$ cat src/rtl/soc_core_pkg.sv
// Shared constants and types for the SPI-loaded accumulator core.
// Opcodes, SPI commands, SPI FSM states and the write bundle.
package soc_core_pkg;

  localparam logic [31:0] MEM_BASE_DEF = 32'h0000_0080;

  localparam logic [7:0] OP_LDI  = 8'h01;
  localparam logic [7:0] OP_ADDI = 8'h02;
  localparam logic [7:0] OP_OUT  = 8'h03;
  localparam logic [7:0] OP_JMP  = 8'h04;
  localparam logic [31:0] INSTR_HALT = 32'h0000_0FFF;

  localparam logic [7:0] CMD_WRITE = 8'h02;
  localparam logic [7:0] CMD_READ  = 8'h0B;

  typedef enum logic [2:0] {
    SPI_IDLE,
    SPI_CMD,
    SPI_ADDR,
    SPI_DATA,
    SPI_DONE
  } spi_state_e;

  typedef struct packed {
    logic        en;
    logic [31:0] addr;
    logic [31:0] data;
  } spi_wr_t;

  function automatic logic in_window(
    input logic [31:0] a,
    input logic [31:0] base,
    input logic [31:0] bytes
  );
    return (a >= base) && ((a - base) < bytes);
  endfunction

endpackage

$ cat src/rtl/spi_slave_rx.sv
// SPI mode-0 slave: synchronisers, cmd/addr/data shifter, write strobe.
// SPI_RDBACK_EN adds the read-word command shifting out on sdo.
module spi_slave_rx
  import soc_core_pkg::*;
#(
  parameter int SYNC_STAGES = 2
) (
  input  logic        clk_i,
  input  logic        rst_i,
  input  logic        sclk_i,
  input  logic        cs_i,
  input  logic        sdi_i,
  input  logic [31:0] rd_data_i,
  output logic [31:0] rd_addr_o,
  output logic        sdo_o,
  output spi_wr_t     wr_o
);

  logic [SYNC_STAGES-1:0] sclk_sync;
  logic [SYNC_STAGES-1:0] cs_sync;
  logic [SYNC_STAGES-1:0] sdi_sync;
  logic sclk_s, cs_s, sdi_s, sclk_q, rise;

  always_ff @(posedge clk_i) begin
    if (rst_i) begin
      sclk_sync <= '0;
      cs_sync   <= '1;
      sdi_sync  <= '0;
      sclk_q    <= 1'b0;
    end else begin
      sclk_sync <= {sclk_sync[SYNC_STAGES-2:0], sclk_i};
      cs_sync   <= {cs_sync[SYNC_STAGES-2:0], cs_i};
      sdi_sync  <= {sdi_sync[SYNC_STAGES-2:0], sdi_i};
      sclk_q    <= sclk_s;
    end
  end

  assign sclk_s = sclk_sync[SYNC_STAGES-1];
  assign cs_s   = cs_sync[SYNC_STAGES-1];
  assign sdi_s  = sdi_sync[SYNC_STAGES-1];
  assign rise   = sclk_s & ~sclk_q;

  spi_state_e state, state_n;
  logic [4:0]  cnt;
  logic [31:0] shreg, shin;
  logic [7:0]  cmd;
  logic [31:0] addr;
  logic last_cmd, last_word, shifting;

  assign shin      = {shreg[30:0], sdi_s};
  assign last_cmd  = (cnt == 5'd7);
  assign last_word = (cnt == 5'd31);
  assign shifting  = !cs_s && (state == SPI_CMD ||
                     state == SPI_ADDR || state == SPI_DATA);
  assign rd_addr_o = addr;

  always_comb begin
    state_n = state;
    if (cs_s) begin
      state_n = SPI_IDLE;
    end else begin
      unique case (state)
        SPI_IDLE: state_n = SPI_CMD;
        SPI_CMD:  if (rise && last_cmd) state_n = SPI_ADDR;
        SPI_ADDR: if (rise && last_word) state_n = SPI_DATA;
        SPI_DATA: if (rise && last_word) state_n = SPI_DONE;
        SPI_DONE: state_n = SPI_DONE;
        default:  state_n = SPI_IDLE;
      endcase
    end
  end

  always_ff @(posedge clk_i) begin
    if (rst_i) begin
      state <= SPI_IDLE;
      cnt   <= '0;
      shreg <= '0;
      cmd   <= '0;
      addr  <= '0;
      wr_o  <= '0;
    end else begin
      state   <= state_n;
      wr_o.en <= 1'b0;
      if (state_n != state) cnt <= '0;
      else if (rise) cnt <= cnt + 5'd1;
      if (rise && shifting) shreg <= shin;
      if (rise && shifting && state == SPI_CMD && last_cmd)
        cmd <= shin[7:0];
      if (rise && shifting && state == SPI_ADDR && last_word)
        addr <= shin;
      // Strobe fires on the final data bit, as the FSM enters DONE
      if (rise && shifting && state == SPI_DATA && last_word &&
          cmd == CMD_WRITE)
        wr_o <= '{en: 1'b1, addr: addr, data: shin};
    end
  end

`ifdef SPI_RDBACK_EN
  logic [31:0] rd_shift;
  logic        rd_load;
  logic        fall;

  assign fall = ~sclk_s & sclk_q;

  always_ff @(posedge clk_i) begin
    if (rst_i) begin
      rd_shift <= '0;
      rd_load  <= 1'b0;
      sdo_o    <= 1'b0;
    end else begin
      rd_load <= rise && shifting && state == SPI_ADDR &&
                 last_word && cmd == CMD_READ;
      if (cs_s) begin
        sdo_o <= 1'b0;
      end else if (rd_load) begin
        rd_shift <= rd_data_i;
      end else if (fall && state == SPI_DATA && cmd == CMD_READ) begin
        sdo_o    <= rd_shift[31];
        rd_shift <= {rd_shift[30:0], 1'b0};
      end
    end
  end
`else
  logic unused_rd;
  assign unused_rd = ^rd_data_i;
  assign sdo_o     = 1'b0;
`endif

endmodule

$ cat src/rtl/soc_top_core.sv
// SPI-loaded 32-word instruction RAM, accumulator CPU and GPIO register.
// SPI_RDBACK_EN enables SPI read-back of RAM words on spi_sdo0.
module soc_top_core
  import soc_core_pkg::*;
#(
  parameter int          MEM_WORDS   = 32,
  parameter logic [31:0] MEM_BASE    = MEM_BASE_DEF,
  parameter int          SYNC_STAGES = 2
) (
  input  logic        clk_i,
  input  logic        rst_i,
  input  logic        fetch_enable_i,
  input  logic        en_ifetch_i,
  input  logic        spi_sclk,
  input  logic        spi_cs,
  output logic [1:0]  spi_mode,
  input  logic        spi_sdi0,
  input  logic        spi_sdi1,
  input  logic        spi_sdi2,
  input  logic        spi_sdi3,
  output logic        spi_sdo0,
  output logic        spi_sdo1,
  output logic        spi_sdo2,
  output logic        spi_sdo3,
  output logic [31:0] gpio_o
);

  localparam int AW = $clog2(MEM_WORDS);
  localparam logic [31:0] MEM_BYTES = 32'(4 * MEM_WORDS);

  spi_wr_t     spi_wr;
  logic [31:0] rd_addr, rd_data;

  spi_slave_rx #(
    .SYNC_STAGES(SYNC_STAGES)
  ) u_spi (
    .clk_i    (clk_i),
    .rst_i    (rst_i),
    .sclk_i   (spi_sclk),
    .cs_i     (spi_cs),
    .sdi_i    (spi_sdi0),
    .rd_data_i(rd_data),
    .rd_addr_o(rd_addr),
    .sdo_o    (spi_sdo0),
    .wr_o     (spi_wr)
  );

  assign spi_mode = 2'b00;
  assign spi_sdo1 = 1'b0;
  assign spi_sdo2 = 1'b0;
  assign spi_sdo3 = 1'b0;

  logic [31:0] ram [MEM_WORDS];
  logic [31:0] wr_off, rd_off, pc_off;
  logic        wr_hit;

  assign wr_off = spi_wr.addr - MEM_BASE;
  assign rd_off = rd_addr - MEM_BASE;
  assign wr_hit = spi_wr.en &&
                  in_window(spi_wr.addr, MEM_BASE, MEM_BYTES);

  always_ff @(posedge clk_i) begin
    if (wr_hit) ram[wr_off[AW+1:2]] <= spi_wr.data;
  end

  assign rd_data = in_window(rd_addr, MEM_BASE, MEM_BYTES) ?
                   ram[rd_off[AW+1:2]] : 32'h0;

  logic [31:0] pc, acc;
  logic        halted, fen_q, fen_rise, run;
  logic [AW-1:0] pc_idx, idx_inc;
  logic [31:0] instr, imm, pc_seq;
  logic [7:0]  op;

  assign pc_off   = pc - MEM_BASE;
  assign pc_idx   = pc_off[AW+1:2];
  assign idx_inc  = pc_idx + AW'(1);
  assign pc_seq   = MEM_BASE + {{(30-AW){1'b0}}, idx_inc, 2'b00};
  assign instr    = ram[pc_idx];
  assign op       = instr[31:24];
  assign imm      = {16'h0, instr[15:0]};
  assign fen_rise = fetch_enable_i & ~fen_q;
  // A same-cycle SPI write owns the RAM port, so fetch stalls
  assign run = fetch_enable_i && en_ifetch_i && !halted &&
               !wr_hit && !fen_rise;

  logic is_ldi, is_addi, is_out, is_jmp, is_halt;
  assign is_halt = (instr == INSTR_HALT);
  assign is_ldi  = (op == OP_LDI);
  assign is_addi = (op == OP_ADDI);
  assign is_out  = (op == OP_OUT);
  assign is_jmp  = (op == OP_JMP);

  logic [31:0] pc_n, acc_n, gpio_n;
  logic        halt_n;

  always_comb begin
    pc_n   = pc_seq;
    acc_n  = acc;
    gpio_n = gpio_o;
    halt_n = halted;
    unique case (1'b1)
      is_ldi:  acc_n  = imm;
      is_addi: acc_n  = acc + imm;
      is_out:  gpio_n = acc;
      is_jmp:  pc_n   = MEM_BASE + {25'h0, imm[4:0], 2'b00};
      is_halt: begin
        halt_n = 1'b1;
        pc_n   = pc;
      end
      default: ;
    endcase
  end

  always_ff @(posedge clk_i) begin
    if (rst_i) begin
      pc     <= MEM_BASE;
      acc    <= '0;
      halted <= 1'b0;
      gpio_o <= '0;
      fen_q  <= 1'b0;
    end else begin
      fen_q <= fetch_enable_i;
      if (fen_rise) begin
        pc     <= MEM_BASE;
        halted <= 1'b0;
      end else if (run) begin
        pc     <= pc_n;
        acc    <= acc_n;
        gpio_o <= gpio_n;
        halted <= halt_n;
      end
    end
  end

  logic unused_bits;
  assign unused_bits = ^{spi_sdi1, spi_sdi2, spi_sdi3,
                         wr_off[31:AW+2], wr_off[1:0],
                         rd_off[31:AW+2], rd_off[1:0],
                         pc_off[31:AW+2], pc_off[1:0]};

endmodule

$ cat config.mk
export PLATFORM = sky130hd
export DESIGN_NAME = soc_top_core
export DESIGN_NICKNAME = d
export VERILOG_FILES = /design/src/rtl/soc_core_pkg.sv /design/src/rtl/spi_slave_rx.sv /design/src/rtl/soc_top_core.sv
export SDC_FILE = /design/constraint.sdc
export NUM_CORES = 1
export LEC_CHECK = 0
export CAP_MARGIN = 40
export CORE_UTILIZATION = 57
export CTS_CLUSTER_DIAMETER = 100
export CTS_CLUSTER_SIZE = 24
export DETAILED_ROUTE_END_ITERATION = 10
export PLACE_DENSITY = 0.74
export SLEW_MARGIN = 20
export SYNTH_ARGS = -nofsm -noshare
export SYNTH_HDL_FRONTEND = slang
export SYNTH_HIERARCHICAL = 1
export SYNTH_SLANG_ARGS = --single-unit
$ cat constraint.sdc
create_clock -name clk_i -period 4.57 [get_ports clk_i]
set_clock_uncertainty 0.05 [all_clocks]
set_input_delay 0.457 -clock clk_i [delete_from_list [all_inputs] [get_ports clk_i]]
set_output_delay 0.457 -clock clk_i [all_outputs]
set_load 0.02 [all_outputs]
Word-level counts from Yosys, hierarchy flattened
Memory sizes are Yosys's and may differ from the RTL's.
Index checks and enable logic that the tools add are counted.

storage, ports and cells
  register bits = 224
  bits in writable memories = 1024
  bits of input ports = 10
  memories kept = 1

cells by class
  add/subtract/negate cells = 7
  $lt $le $gt $ge = 2
  equality and inequality tests = 13
  muxes and demuxes = 10
  bitwise operators = 6
  reduce and logical (&&, ||, !) cells = 31

memories
  memory  words  bits a word  read ports  clocked after memory_dff  write ports  line                RTL
  ram     32     32           1           0                         1            soc_top_core.sv:53  logic [31:0] ram [MEM_WORDS];

operators by type and width
  kind                   count
  $mux 65                1
  $pmux 32 s2            1
  $add 32x16->32         1
  $eq 32x12->1 const B   1
  $ge 32x8->1 const B    1
  $lt 32x8->1 const B    1
  $sub 32x8->32 const B  1
  $eq 8x2->1 const B     3
  $logic_and 1x1->1      17
  $pmux 3 s5             1
  $add 1x7->7 const A    2
  $pmux 7 s2             1
  $mux 3                 4
  $add 5x1->5 const B    2
  $eq 8x1->1 const B     1
  $eq 8x3->1 const B     1
  $sub 7x1->7 const B    1
  $eq 3x2->1 const B     2
  $reduce_and 3->1       2
  $eq 5x3->1 const B     1
  $eq 5x5->1 const B     1
  $logic_not 1->1        4
  $not 1->1              4
  $reduce_and 2->1       2
  other kinds (9)        13

Depth between registers and ports, before layout
  depth after elaboration = 9
  gate-level depth with buffers = 23
  gate-level depth less buffers = 17

Hierarchy
The synthesis kept the hierarchy.

by module, submodules not included
  module        instances  cells each  area an instance (µm²)  seq. area each (µm²)
  soc_top_core  1          2780        50140.6                 32271.0
  spi_slave_rx  1          661         5383.9                  3022.9

Worst setup path after synthesis
Ideal clock, no wire load.

  path kind = reg-to-reg
  from = reg u_spi/wr_o[39] (netlist name)
  to = mem ram[30][0] (enable)
  setup time = 0.421 ns
  arrival time = 3.996 ns
  required time = 4.099 ns
  path slack = 0.102 ns
  cell stages (with the launch flop) = 12
  period minus slack after synthesis = 4.468 ns
  path through = dfxtp_1 > inv_1 > ha_1 > nor4bb_1 > nand4b_1 > or4_1 > a211oi_1 > o2111ai_4 > or2_2 > nor2_1 > nand2_1 > nor2_1

on the way
  word-level cells in the longest chain between the ends = 6

RTL lines
  item                              line                RTL
  start: declaration                spi_slave_rx.sv:16  output spi_wr_t wr_o
  start signal: assignment          spi_slave_rx.sv:94  wr_o <= '{en: 1'b1, addr: addr, data: shin};
  $sub 32x8->32                     soc_core_pkg.sv:35  return (a >= base) && ((a - base) < bytes);
  $lt 32x8->1                       soc_core_pkg.sv:35
  $logic_and 1x1->1 (*)             soc_core_pkg.sv:35
  $logic_and 1x1->1 (*)             soc_top_core.sv:59  assign wr_hit = spi_wr.en &&
  $mux 1 (*)                        soc_top_core.sv:63  if (wr_hit) ram[wr_off[AW+1:2]] <= spi_wr.data;
  $mux 1 (implied by the code) (*)  soc_top_core.sv:63
  end: declaration                  soc_top_core.sv:53

Every way passes the cells marked *; elsewhere a longest branch is shown, timed or not.

==> metrics.txt <==
crit-path max FO=21; GR Overflow Total=0; htree depth=2; wire length per cell=25.9 um; final setup violation count=0; # hold bufs at CTS=0; Final GP Congestion=0.850; Cell Rows=105; Area Overhead vs Synth=10.6%; most frequent cells in the layout=1,024 x edfxtp_1, 315 x nand2_1, 219 x dfxtp_1; Critical Path Stages=16; hold_ws=0.186 ns; initial core utilization=between 50 and 60%; Die Span X=290 um; fin util=63.7%; crit path buf inv count=2; Num CTS Buffers=between 50 and 60; Worst VDD drop=around 0.36 mV; Core Region=around 82,000 um^2; dpl ws=0.0197 ns; clock-pin slew of the registers on the worst-case setup and hold paths=0.10 ns; Pwr Total=around 18 mW; synthesized cell area=47,200 um^2; critical path capture point=acc[31]; crit-path cells=buf_4 -> buf_4 -> mux4_2 -> a22o_1 -> a21oi_1 -> nand3_1 -> ha_1 -> or4_1 -> nand3_1 -> a311oi_2 -> o31a_1 -> o21ai_0 -> and2_1 -> nor3_2 -> a21oi_1 -> a41o_1; # clock sinks=1,247; min-delay worst type=primary input to register; IO buf count=38; vias in the first global route=approximately 26,000; part of the cycle the worst path needs=a little over nine tenths; Fill cells=5,632; detailed placement HPWL=66,900 um; Critical Path RT=5.13 ns; crit path kind=register to register; Relative slew margins=between 40% and 50%; largest net degree at the start of global routing=101; pin slew with the least headroom to its limit=0.822 ns; die area=84,000 um^2; crit path capture type=register; io pins=48; delay-heaviest family, CP=compound AO/OA/AOI/OAI gates; status=complete, no violations; syn_area_per_cell=16.2 um^2; DIE HEIGHT=290 um; total number of vias=26,500; Worst R2R Path Depth=16; R2R Path End=acc[31]; first-pass GRT wire length=~160,000 um; number of remaining DRC errors=0; R2R setup slack=~0.28 ns; Iteration-0 DRC Markers=3,017; clk buf depth=3; Syn Inst Count=2,923; setup ws final=around 0.28 ns; max cap viols=0; WP data arrival=4.85 ns; routed wire length=109,000 um; post-route setup TNS=0 ns; Leak Pwr=16.2 nW; vias per cell=6.32; f_max=0.233 GHz; CTS tree=yes; fin crit period=4.29 ns; max-slew violations=0; clock latency on the worst-skew pair=0.67 ns; DRT antenna net count=0; Pwr Density=342 nW/um^2; unrepaired setup endpoints after global routing=no; HP Start=rst_i; yosys warns=6; crit-path max cell delay=0.53 ns; Layout Nets=about 3,100; Root Buffer=clkbuf_16; # diodes=0; initial antenna violation count=1; total iterations of the first detailed-routing run=8; layout cells sized above 1=15.1%; commonest non-fill, non-tap cell in the layout=edfxtp_1; Final Hold Fails=0; Total Routing Usage GR=between 20% and 30%; crit path launch type=register; slowest CP cell=or4_1
## power by group
group          internal (mW)  total [mW]  switching (mW)
Combinational         0.0413       0.123          0.0815
Sequential              12.1        12.1         0.00373
Clock                   2.36        5.66            3.30
Total                   14.5        17.9            3.38
## routing by layer
metal	track usage, %	up-vias	share of wire (%)
li1	-	11600	-
met5	0	-	0.012
met2	42.8	1299	49
met4	7.71	2	3.0
met1	35.7	13400	40
met3	3.41	190	8.2
## what timing repair did
item	4_1_cts	5_1_grt
pin swaps	0	3
gates resized for setup	1	11
setup buffers	0	8
setup endpoints to repair	1	66
## flip-flops by register name, summed over array words and instances, names as in the netlist, 3 cells and up, named ones only
name / flops
u_spi/wr_o: 63
u_spi/state: 3
u_spi/rd_addr_o: 30
ram: 1024
u_spi/cnt: 5
acc: 32
u_spi/shreg: 31
gpio_o: 32
pc: 5
u_spi/cmd: 8
## how the worst min path moves through the flow
| stage | to | slack, ns | cells past startpoint |
|---|---|---|---|
| final | gpio_o[30] | 0.19 | 2 |
| after global routing | gpio_o[30] | 0.21 | 2 |
| after CTS | gpio_o[30] | 0.19 | 2 |
| after detailed placement | u_spi/cs_sync[1] | 0.37 | 1 |
| after global placement | u_spi/cs_sync[1] | 0.35 | 1 |
| after floorplan | u_spi/cs_sync[1] | 0.34 | 1 |
## area by class of cell
type                       instances  area [um^2]  area share [%]
sequential                      1247        35200            67.4
multi-input combinational       1508        11400            21.8
tap                             1070         1340            2.56
clock inverter                     3         41.3          0.0790
timing repair buffer             251         2600            4.98
clock buffer                      93         1560            2.99
inverter                          25         93.8           0.180
## per-stage QoR
step | std cells | cell area, um^2
floorplan | 2927 | 47200
global placement | 4068 | 50200
detailed placement | 4093 | 50500
CTS | 4189 | 52100
global route | 4197 | 52200
finish | 4197 | 52200
(Power assumes the default switching activity.)
